===== config.mk =====
export PLATFORM = sky130hd
export DESIGN_NAME = frect_flat
export DESIGN_NICKNAME = d
export VERILOG_FILES = /design/src/rtl/gfx_pkg.sv /design/src/rtl/frect_if.sv /design/src/rtl/frect_fline.sv /design/src/rtl/frect.sv /design/src/flat_wrapper.sv
export SDC_FILE = /design/constraint.sdc
export NUM_CORES = 1
export LEC_CHECK = 0
export ABC_AREA = 1
export CORE_MARGIN = 2
export CORE_UTILIZATION = 40
export CTS_CLUSTER_SIZE = 28
export DETAILED_ROUTE_END_ITERATION = 8
export SYNTH_ARGS = -nofsm -noshare
export SYNTH_HDL_FRONTEND = slang
export SYNTH_HIERARCHICAL = 1
export SYNTH_SLANG_ARGS = --single-unit

===== constraint.sdc =====
create_clock -name clk -period 4.1 [get_ports clk]
set_clock_uncertainty 0.2 [all_clocks]
set_input_delay 0.82 -clock clk [delete_from_list [all_inputs] [get_ports clk]]
set_output_delay 0.82 -clock clk [all_outputs]
set_load 0.02 [all_outputs]

===== src/rtl/gfx_pkg.sv =====
// Common graphics constants shared by the shape generators.
// Every generator uses the same start/oe/valid/busy/done handshake.
// start is sampled only when the generator is idle.
// oe low freezes the output position and forces valid low.
// busy is high while a shape is in progress.
// done pulses for one cycle after the last pixel and is never high together with valid.
package gfx_pkg;

  // Default signed coordinate width in bits.
  localparam int unsigned CordwDefault = 16;

  // States of the horizontal span engine (fline).
  typedef enum logic [1:0] {
    SpIdle,
    SpDraw,
    SpDone
  } span_state_e;

endpackage


===== src/rtl/frect_if.sv =====
// Handshake and coordinate bundle for the filled-rectangle sequencer.
// master: the command decoder side; it drives start/oe/corners and observes the pixel stream.
// slave : the frect side.
// The outline signal exists only when FRECT_OUTLINE_EN is defined.
interface frect_if #(
  parameter int unsigned CORDW = gfx_pkg::CordwDefault
);
  logic                    start;
  logic                    oe;
  logic signed [CORDW-1:0] x0;
  logic signed [CORDW-1:0] y0;
  logic signed [CORDW-1:0] x1;
  logic signed [CORDW-1:0] y1;
`ifdef FRECT_OUTLINE_EN
  logic                    outline;
`endif
  logic signed [CORDW-1:0] x;
  logic signed [CORDW-1:0] y;
  logic                    valid;
  logic                    busy;
  logic                    done;

`ifdef FRECT_OUTLINE_EN
  modport master (
    output start, oe, x0, y0, x1, y1, outline,
    input  x, y, valid, busy, done
  );
  modport slave (
    input  start, oe, x0, y0, x1, y1, outline,
    output x, y, valid, busy, done
  );
`else
  modport master (
    output start, oe, x0, y0, x1, y1,
    input  x, y, valid, busy, done
  );
  modport slave (
    input  start, oe, x0, y0, x1, y1,
    output x, y, valid, busy, done
  );
`endif

endinterface


===== src/rtl/frect_fline.sv =====
// fline: horizontal span engine. It emits x = x0_i .. x1_i, one position per cycle while oe_i is high.
// The caller guarantees that x0_i <= x1_i.
// Ports:
//   clk, rst          clock and synchronous active-high reset
//   start_i           latch x0_i/x1_i and begin; sampled only when idle
//   oe_i              output enable; low stalls the run
//   x0_i, x1_i        span endpoints (signed)
//   x_o               current x position
//   valid_o           x_o is valid this cycle
//   busy_o            span in progress (including the done cycle)
//   done_o            one-cycle pulse after the last position
module fline
  import gfx_pkg::*;
#(
  parameter int unsigned CORDW = CordwDefault
) (
  input  logic                    clk,
  input  logic                    rst,
  input  logic                    start_i,
  input  logic                    oe_i,
  input  logic signed [CORDW-1:0] x0_i,
  input  logic signed [CORDW-1:0] x1_i,
  output logic signed [CORDW-1:0] x_o,
  output logic                    valid_o,
  output logic                    busy_o,
  output logic                    done_o
);

  span_state_e             state_q, state_d;
  logic signed [CORDW-1:0] x_q, x_d;
  logic signed [CORDW-1:0] x_end_q, x_end_d;

  always_ff @(posedge clk) begin
    if (rst) begin
      state_q <= SpIdle;
      x_q     <= '0;
      x_end_q <= '0;
    end else begin
      state_q <= state_d;
      x_q     <= x_d;
      x_end_q <= x_end_d;
    end
  end

  always_comb begin
    state_d = state_q;
    x_d     = x_q;
    x_end_d = x_end_q;
    valid_o = 1'b0;
    done_o  = 1'b0;
    unique case (state_q)
      SpIdle: begin
        if (start_i) begin
          x_d     = x0_i;
          x_end_d = x1_i;
          state_d = SpDraw;
        end
      end
      SpDraw: begin
        valid_o = oe_i;
        if (oe_i) begin
          // The end test is an equality check, so x never increments past the top of the signed range.
          if (x_q == x_end_q) begin
            state_d = SpDone;
          end else begin
            x_d = x_q + CORDW'(1);
          end
        end
      end
      SpDone: begin
        done_o  = 1'b1;
        state_d = SpIdle;
      end
      default: state_d = SpIdle;
    endcase
  end

  assign x_o    = x_q;
  assign busy_o = (state_q != SpIdle);

endmodule


===== src/rtl/frect.sv =====
// frect: filled-rectangle sequencer. It walks the rectangle row by row.
// For each row it starts one fline span and emits one pixel per enabled cycle.
// Ports:
//   clk, rst   clock and synchronous active-high reset
//   bus        frect_if.slave
//              inputs : start, oe, x0/y0/x1/y1 corners, outline (with FRECT_OUTLINE_EN)
//              outputs: x, y, valid, busy, done
// Build option FRECT_OUTLINE_EN: adds the outline input and the RIGHT_START state.
// With outline set, interior rows draw only x_lo and x_hi.
module frect
  import gfx_pkg::*;
#(
  parameter int unsigned CORDW = CordwDefault
) (
  input logic    clk,
  input logic    rst,
  frect_if.slave bus
);

`ifdef FRECT_OUTLINE_EN
  typedef enum logic [2:0] {
    StIdle,
    StSpanStart,
    StSpanDraw,
    StRightStart,
    StFin
  } state_e;
`else
  typedef enum logic [2:0] {
    StIdle,
    StSpanStart,
    StSpanDraw,
    StFin
  } state_e;
`endif

  state_e                  state_q, state_d;
  logic signed [CORDW-1:0] x_lo_q, x_lo_d;
  logic signed [CORDW-1:0] x_hi_q, x_hi_d;
  logic signed [CORDW-1:0] row_q, row_d;
  logic signed [CORDW-1:0] y_end_q, y_end_d;
`ifdef FRECT_OUTLINE_EN
  logic signed [CORDW-1:0] y_lo_q, y_lo_d;
  logic                    outline_q, outline_d;
  logic                    right_q, right_d;   // right-edge pixel of this row already started
  logic                    interior;
`endif

  logic                    span_start;
  logic signed [CORDW-1:0] span_x0, span_x1, span_x;
  logic                    span_valid, span_busy, span_done;

  always_ff @(posedge clk) begin
    if (rst) begin
      state_q   <= StIdle;
      x_lo_q    <= '0;
      x_hi_q    <= '0;
      row_q     <= '0;
      y_end_q   <= '0;
`ifdef FRECT_OUTLINE_EN
      y_lo_q    <= '0;
      outline_q <= 1'b0;
      right_q   <= 1'b0;
`endif
    end else begin
      state_q   <= state_d;
      x_lo_q    <= x_lo_d;
      x_hi_q    <= x_hi_d;
      row_q     <= row_d;
      y_end_q   <= y_end_d;
`ifdef FRECT_OUTLINE_EN
      y_lo_q    <= y_lo_d;
      outline_q <= outline_d;
      right_q   <= right_d;
`endif
    end
  end

`ifdef FRECT_OUTLINE_EN
  assign interior = (row_q != y_lo_q) && (row_q != y_end_q);
`endif

  always_comb begin
    state_d    = state_q;
    x_lo_d     = x_lo_q;
    x_hi_d     = x_hi_q;
    row_d      = row_q;
    y_end_d    = y_end_q;
`ifdef FRECT_OUTLINE_EN
    y_lo_d     = y_lo_q;
    outline_d  = outline_q;
    right_d    = right_q;
`endif
    span_start = 1'b0;
    span_x0    = x_lo_q;
    span_x1    = x_hi_q;
    unique case (state_q)
      StIdle: begin
        if (bus.start) begin
          x_lo_d  = (bus.x0 < bus.x1) ? bus.x0 : bus.x1;
          x_hi_d  = (bus.x0 < bus.x1) ? bus.x1 : bus.x0;
          row_d   = (bus.y0 < bus.y1) ? bus.y0 : bus.y1;
          y_end_d = (bus.y0 < bus.y1) ? bus.y1 : bus.y0;
`ifdef FRECT_OUTLINE_EN
          y_lo_d    = (bus.y0 < bus.y1) ? bus.y0 : bus.y1;
          outline_d = bus.outline;
`endif
          state_d = StSpanStart;
        end
      end
      StSpanStart: begin
        span_start = 1'b1;
`ifdef FRECT_OUTLINE_EN
        right_d = 1'b0;
        // The left edge is the only pixel of the first span on an outline interior row.
        if (outline_q && interior) span_x1 = x_lo_q;
`endif
        state_d = StSpanDraw;
      end
      StSpanDraw: begin
        if (span_done) begin
`ifdef FRECT_OUTLINE_EN
          if (outline_q && interior && !right_q && (x_hi_q != x_lo_q)) begin
            state_d = StRightStart;
          end else
`endif
          if (row_q == y_end_q) begin
            state_d = StFin;
          end else begin
            row_d   = row_q + CORDW'(1);
            state_d = StSpanStart;
          end
        end
      end
`ifdef FRECT_OUTLINE_EN
      StRightStart: begin
        span_start = 1'b1;
        span_x0    = x_hi_q;
        right_d    = 1'b1;
        state_d    = StSpanDraw;
      end
`endif
      StFin: state_d = StIdle;
      default: state_d = StIdle;
    endcase
  end

  fline #(
    .CORDW (CORDW)
  ) u_fline (
    .clk     (clk),
    .rst     (rst),
    .start_i (span_start),
    .oe_i    (bus.oe),
    .x0_i    (span_x0),
    .x1_i    (span_x1),
    .x_o     (span_x),
    .valid_o (span_valid),
    .busy_o  (span_busy),
    .done_o  (span_done)
  );

  assign bus.x     = span_x;
  assign bus.y     = row_q;
  assign bus.valid = span_valid;
  assign bus.done  = (state_q == StFin);
  // The span is only ever busy inside a sequencer-busy state; OR-ing it in keeps both views consistent.
  assign bus.busy  = ((state_q != StIdle) && (state_q != StFin)) || span_busy;

endmodule

===== src/flat_wrapper.sv =====
// flat-port wrapper written by rule: the top's interface ports become plain ports
module frect_flat import gfx_pkg::*;
#(
  parameter int unsigned CORDW = CordwDefault
)
  (clk, rst, bus_start, bus_oe, bus_x0, bus_y0, bus_x1, bus_y1, bus_x, bus_y, bus_valid, bus_busy, bus_done);
  frect_if #(.CORDW(CORDW)) bus_i ();
  input logic clk;
  input logic rst;
  input wire logic [$bits(bus_i.start)-1:0] bus_start;
  input wire logic [$bits(bus_i.oe)-1:0] bus_oe;
  input wire logic [$bits(bus_i.x0)-1:0] bus_x0;
  input wire logic [$bits(bus_i.y0)-1:0] bus_y0;
  input wire logic [$bits(bus_i.x1)-1:0] bus_x1;
  input wire logic [$bits(bus_i.y1)-1:0] bus_y1;
  output wire logic [$bits(bus_i.x)-1:0] bus_x;
  output wire logic [$bits(bus_i.y)-1:0] bus_y;
  output wire logic [$bits(bus_i.valid)-1:0] bus_valid;
  output wire logic [$bits(bus_i.busy)-1:0] bus_busy;
  output wire logic [$bits(bus_i.done)-1:0] bus_done;
  assign bus_i.start = bus_start;
  assign bus_i.oe = bus_oe;
  assign bus_i.x0 = bus_x0;
  assign bus_i.y0 = bus_y0;
  assign bus_i.x1 = bus_x1;
  assign bus_i.y1 = bus_y1;
  assign bus_x = bus_i.x;
  assign bus_y = bus_i.y;
  assign bus_valid = bus_i.valid;
  assign bus_busy = bus_i.busy;
  assign bus_done = bus_i.done;
  frect #(.CORDW(CORDW)) u_core (.clk(clk), .rst(rst), .bus(bus_i));
endmodule

==> impl_metrics.ini <==
[cts]
cts_root_buf = clkbuf_16
clockBufferDepth = 2
cts_tree = done
clk_pin_slew_ns = 0.07
cts_resized = 0
hold_buffers = 0
cts_made_buffers = 9
cts_setup_buffers = 0
cts_sinks = 100
htreeDepth = 3
clk_latency_ns = 0.36

[timing]
min_period_over_period = 0.812
setup_tns_ns = 0
worst_pin_slew_ns = 0.817
slew_violations = 0
setup_viol = 0
max_freq_mhz = 301
rsz0062_at_grt = no
slew_headroom = 0.455
period_minus_slack_ns = 3.33
final_hold_viol_count = 0

[global_routing]
grt_pass1_wl_mm = 32.9
antenna_found_initial = 0
grt_pass1_vias = 6393
grt_usage = 0.224
grt-ovfl-total = 0
grt_max_degree = 57

[drt]
dr.pass1.iters = 5
drt_iter0_drc = 741
ant_nets = 0
wl_mm = 20.1
wl_per_cell_microns = 14.1
num_vias = 7334
drc = 0
vias_per_cell = 5.13

[synth]
yosys.area.top_type = dfxtp_1
yosysSeqAreaShare = 0.289
synth_nets = 1231
synth_cell_types = 33
synth_ff_type = dfxtp_1
yosysMostFrequentCell = nand2_1
synthCells = 1127
synth_area_leaders = dfxtp_1 (29%), nand3_1 (16%), nand2_1 (15%)
synth_top_area_share = 0.289
synth_edf_count = 0
ys_top_cells_by_count = nand2_1 (278), nand3_1 (215), inv_1 (132)
syn-mean-instance-area_sq_um = 6.15
synthesis.area_sq_um = 6930
ys_ff_latch = 100
yosysWarnings = 6
async_flop_share = 0

[place]
place_area_sq_um = 8060
gp_congestion = 0.898
dpl.cell_count = 1413
dp_hpwl_mm = 15.0
port_buffers = 102

[die]
die_area_sq_um = 18400
rows = 48
start_util = 0.405
pin_count = 103
die_h_microns = 136
die_w_microns = 136
core_sq_um = 17100

[finish]
fin_cells = 1429
design_area_sq_um = 8340
antenna_cells = 0
layout-drive-gt1-share = 0.0449
area_growth_pct = 20.4
finish.net_count = 1303

[critical_path]
cp.required_ns = 3.08
endpoint_kind = output pin
critPathKind = input port to output pin
r2r_setup_slack_ns = 1.48
startpoint_type = input port
r2r_cells = 11
r2r_end = u_core/bus.y[11]
rr_startpoint = u_core/state_q[0]
crit_fanout = 4
cp_data_arrival_time_ns = 2.31

[worst_hold_path]
hold_start = u_core/span_x1[3]
whs_path_depth = 2
whs_endpoint = u_core/span_x1[3]
worstHoldPathType = register to register

[pwr]
p_leak_nw = 3.81
finalPower_mw = 5.05
peakVddDrop_mv = 0.305
p_per_area_nw_per_um2 = 606

[outcome]
status = finished, final reports clean

[job]
drv_cap = 0
## flip-flops by register name, indices dropped and copies added, names as in the netlist
signal / flops
u_core/y_end_q: 16
u_core/u_fline/state_q: 2
u_core/bus.y: 16
u_core/span_x0: 16
u_core/u_fline/x_o: 16
u_core/span_x1: 16
u_core/state_q: 2
u_core/u_fline/x_end_q: 16
## through the flow
stage	hold WS [ns]	setup slack, ns	utilization
floorplan	0.242	1.59	-
global placement	0.253	0.601	0.471
detailed placement	0.257	0.567	0.471
CTS	0.269	0.756	0.487
global route	0.291	0.604	0.487
finish	0.266	0.773	0.487
## power breakdown
group          internal (mW)  switching, mW
registers               1.27          0.308
logic                  0.990           1.65
clock network          0.420          0.413
total                   2.68           2.37
## layer usage
metal | part of all wire | up-vias | track usage
met5 | 0 | - | 0
met4 | 0.013 | 0 | 0.0608
met3 | 0.056 | 16 | 0.0378
met2 | 0.39 | 229 | 0.292
met1 | 0.54 | 3268 | 0.365
li1 | - | 3821 | -
## cells by family after synthesis
kind of cell / Yosys count / synth area share
buffers and inverters: 198 / 0.118
AND/OR/NAND/NOR: 610 / 0.382
flip-flops: 100 / 0.289
XOR/XNOR: 13 / 0.0164
adder cells (fa/ha/maj): 36 / 0.0650
AO/OA/AOI/OAI: 170 / 0.129
## layout make-up
type                       count  area (sq um)
clock buffer                   9           225
clock inverter                 7          57.6
fill                        1800          8770
inverter                     140           526
multi-input combinational    829          4110
sequential                   100          2000
tap                          225           282
timing repair buffer         119          1140
## worst max-delay path: stages
cell and delay [ns]:
clkdlybuf4s50_1 0.45, inv_1 0.08, nor2_1 0.27, clkdlybuf4s50_1 0.68
## how the worst max path moves through the flow
stage | start | endpoint | slack (ns) | cells past startpoint
global route | bus_y1[5] | u_core/bus.y[3] | 0.60 | 14
detailed placement | bus_y1[5] | u_core/bus.y[1] | 0.57 | 14
finish | bus_oe | bus_valid | 0.77 | 4
global placement | bus_y1[5] | u_core/y_end_q[2] | 0.60 | 14
CTS | bus_oe | bus_valid | 0.76 | 4
floorplan | bus_x1[15] | u_core/span_x0[0] | 1.59 | 11
## placed cells by master (no fill, tap or decap)
master / count
clkinv_4: 1
xnor2_1: 4
inv_2: 7
clkinv_1: 1
nand3b_1: 3
o21ai_2: 1
nor4_1: 3
clkinvlp_4: 2
a21oi_1: 117
o22ai_1: 3
o21a_1: 1
nand3_1: 215
or2_2: 1
a21oi_2: 5
clkdlybuf4s50_1: 101
nor2_4: 1
xor2_1: 9
o31ai_1: 4
nor3_1: 8
inv_1: 132
buf_4: 17
nand2_4: 1
ha_1: 36
buf_2: 1
inv_8: 1
o21ai_0: 37
nor2_1: 88
nand2_2: 2
inv_6: 2
nand4_1: 8
clkbuf_16: 9
dfxtp_1: 100
nor2_2: 1
clkinv_2: 1
nand2_1: 278
o2111ai_1: 2
nand3_4: 1
(Power assumes the default switching activity.)
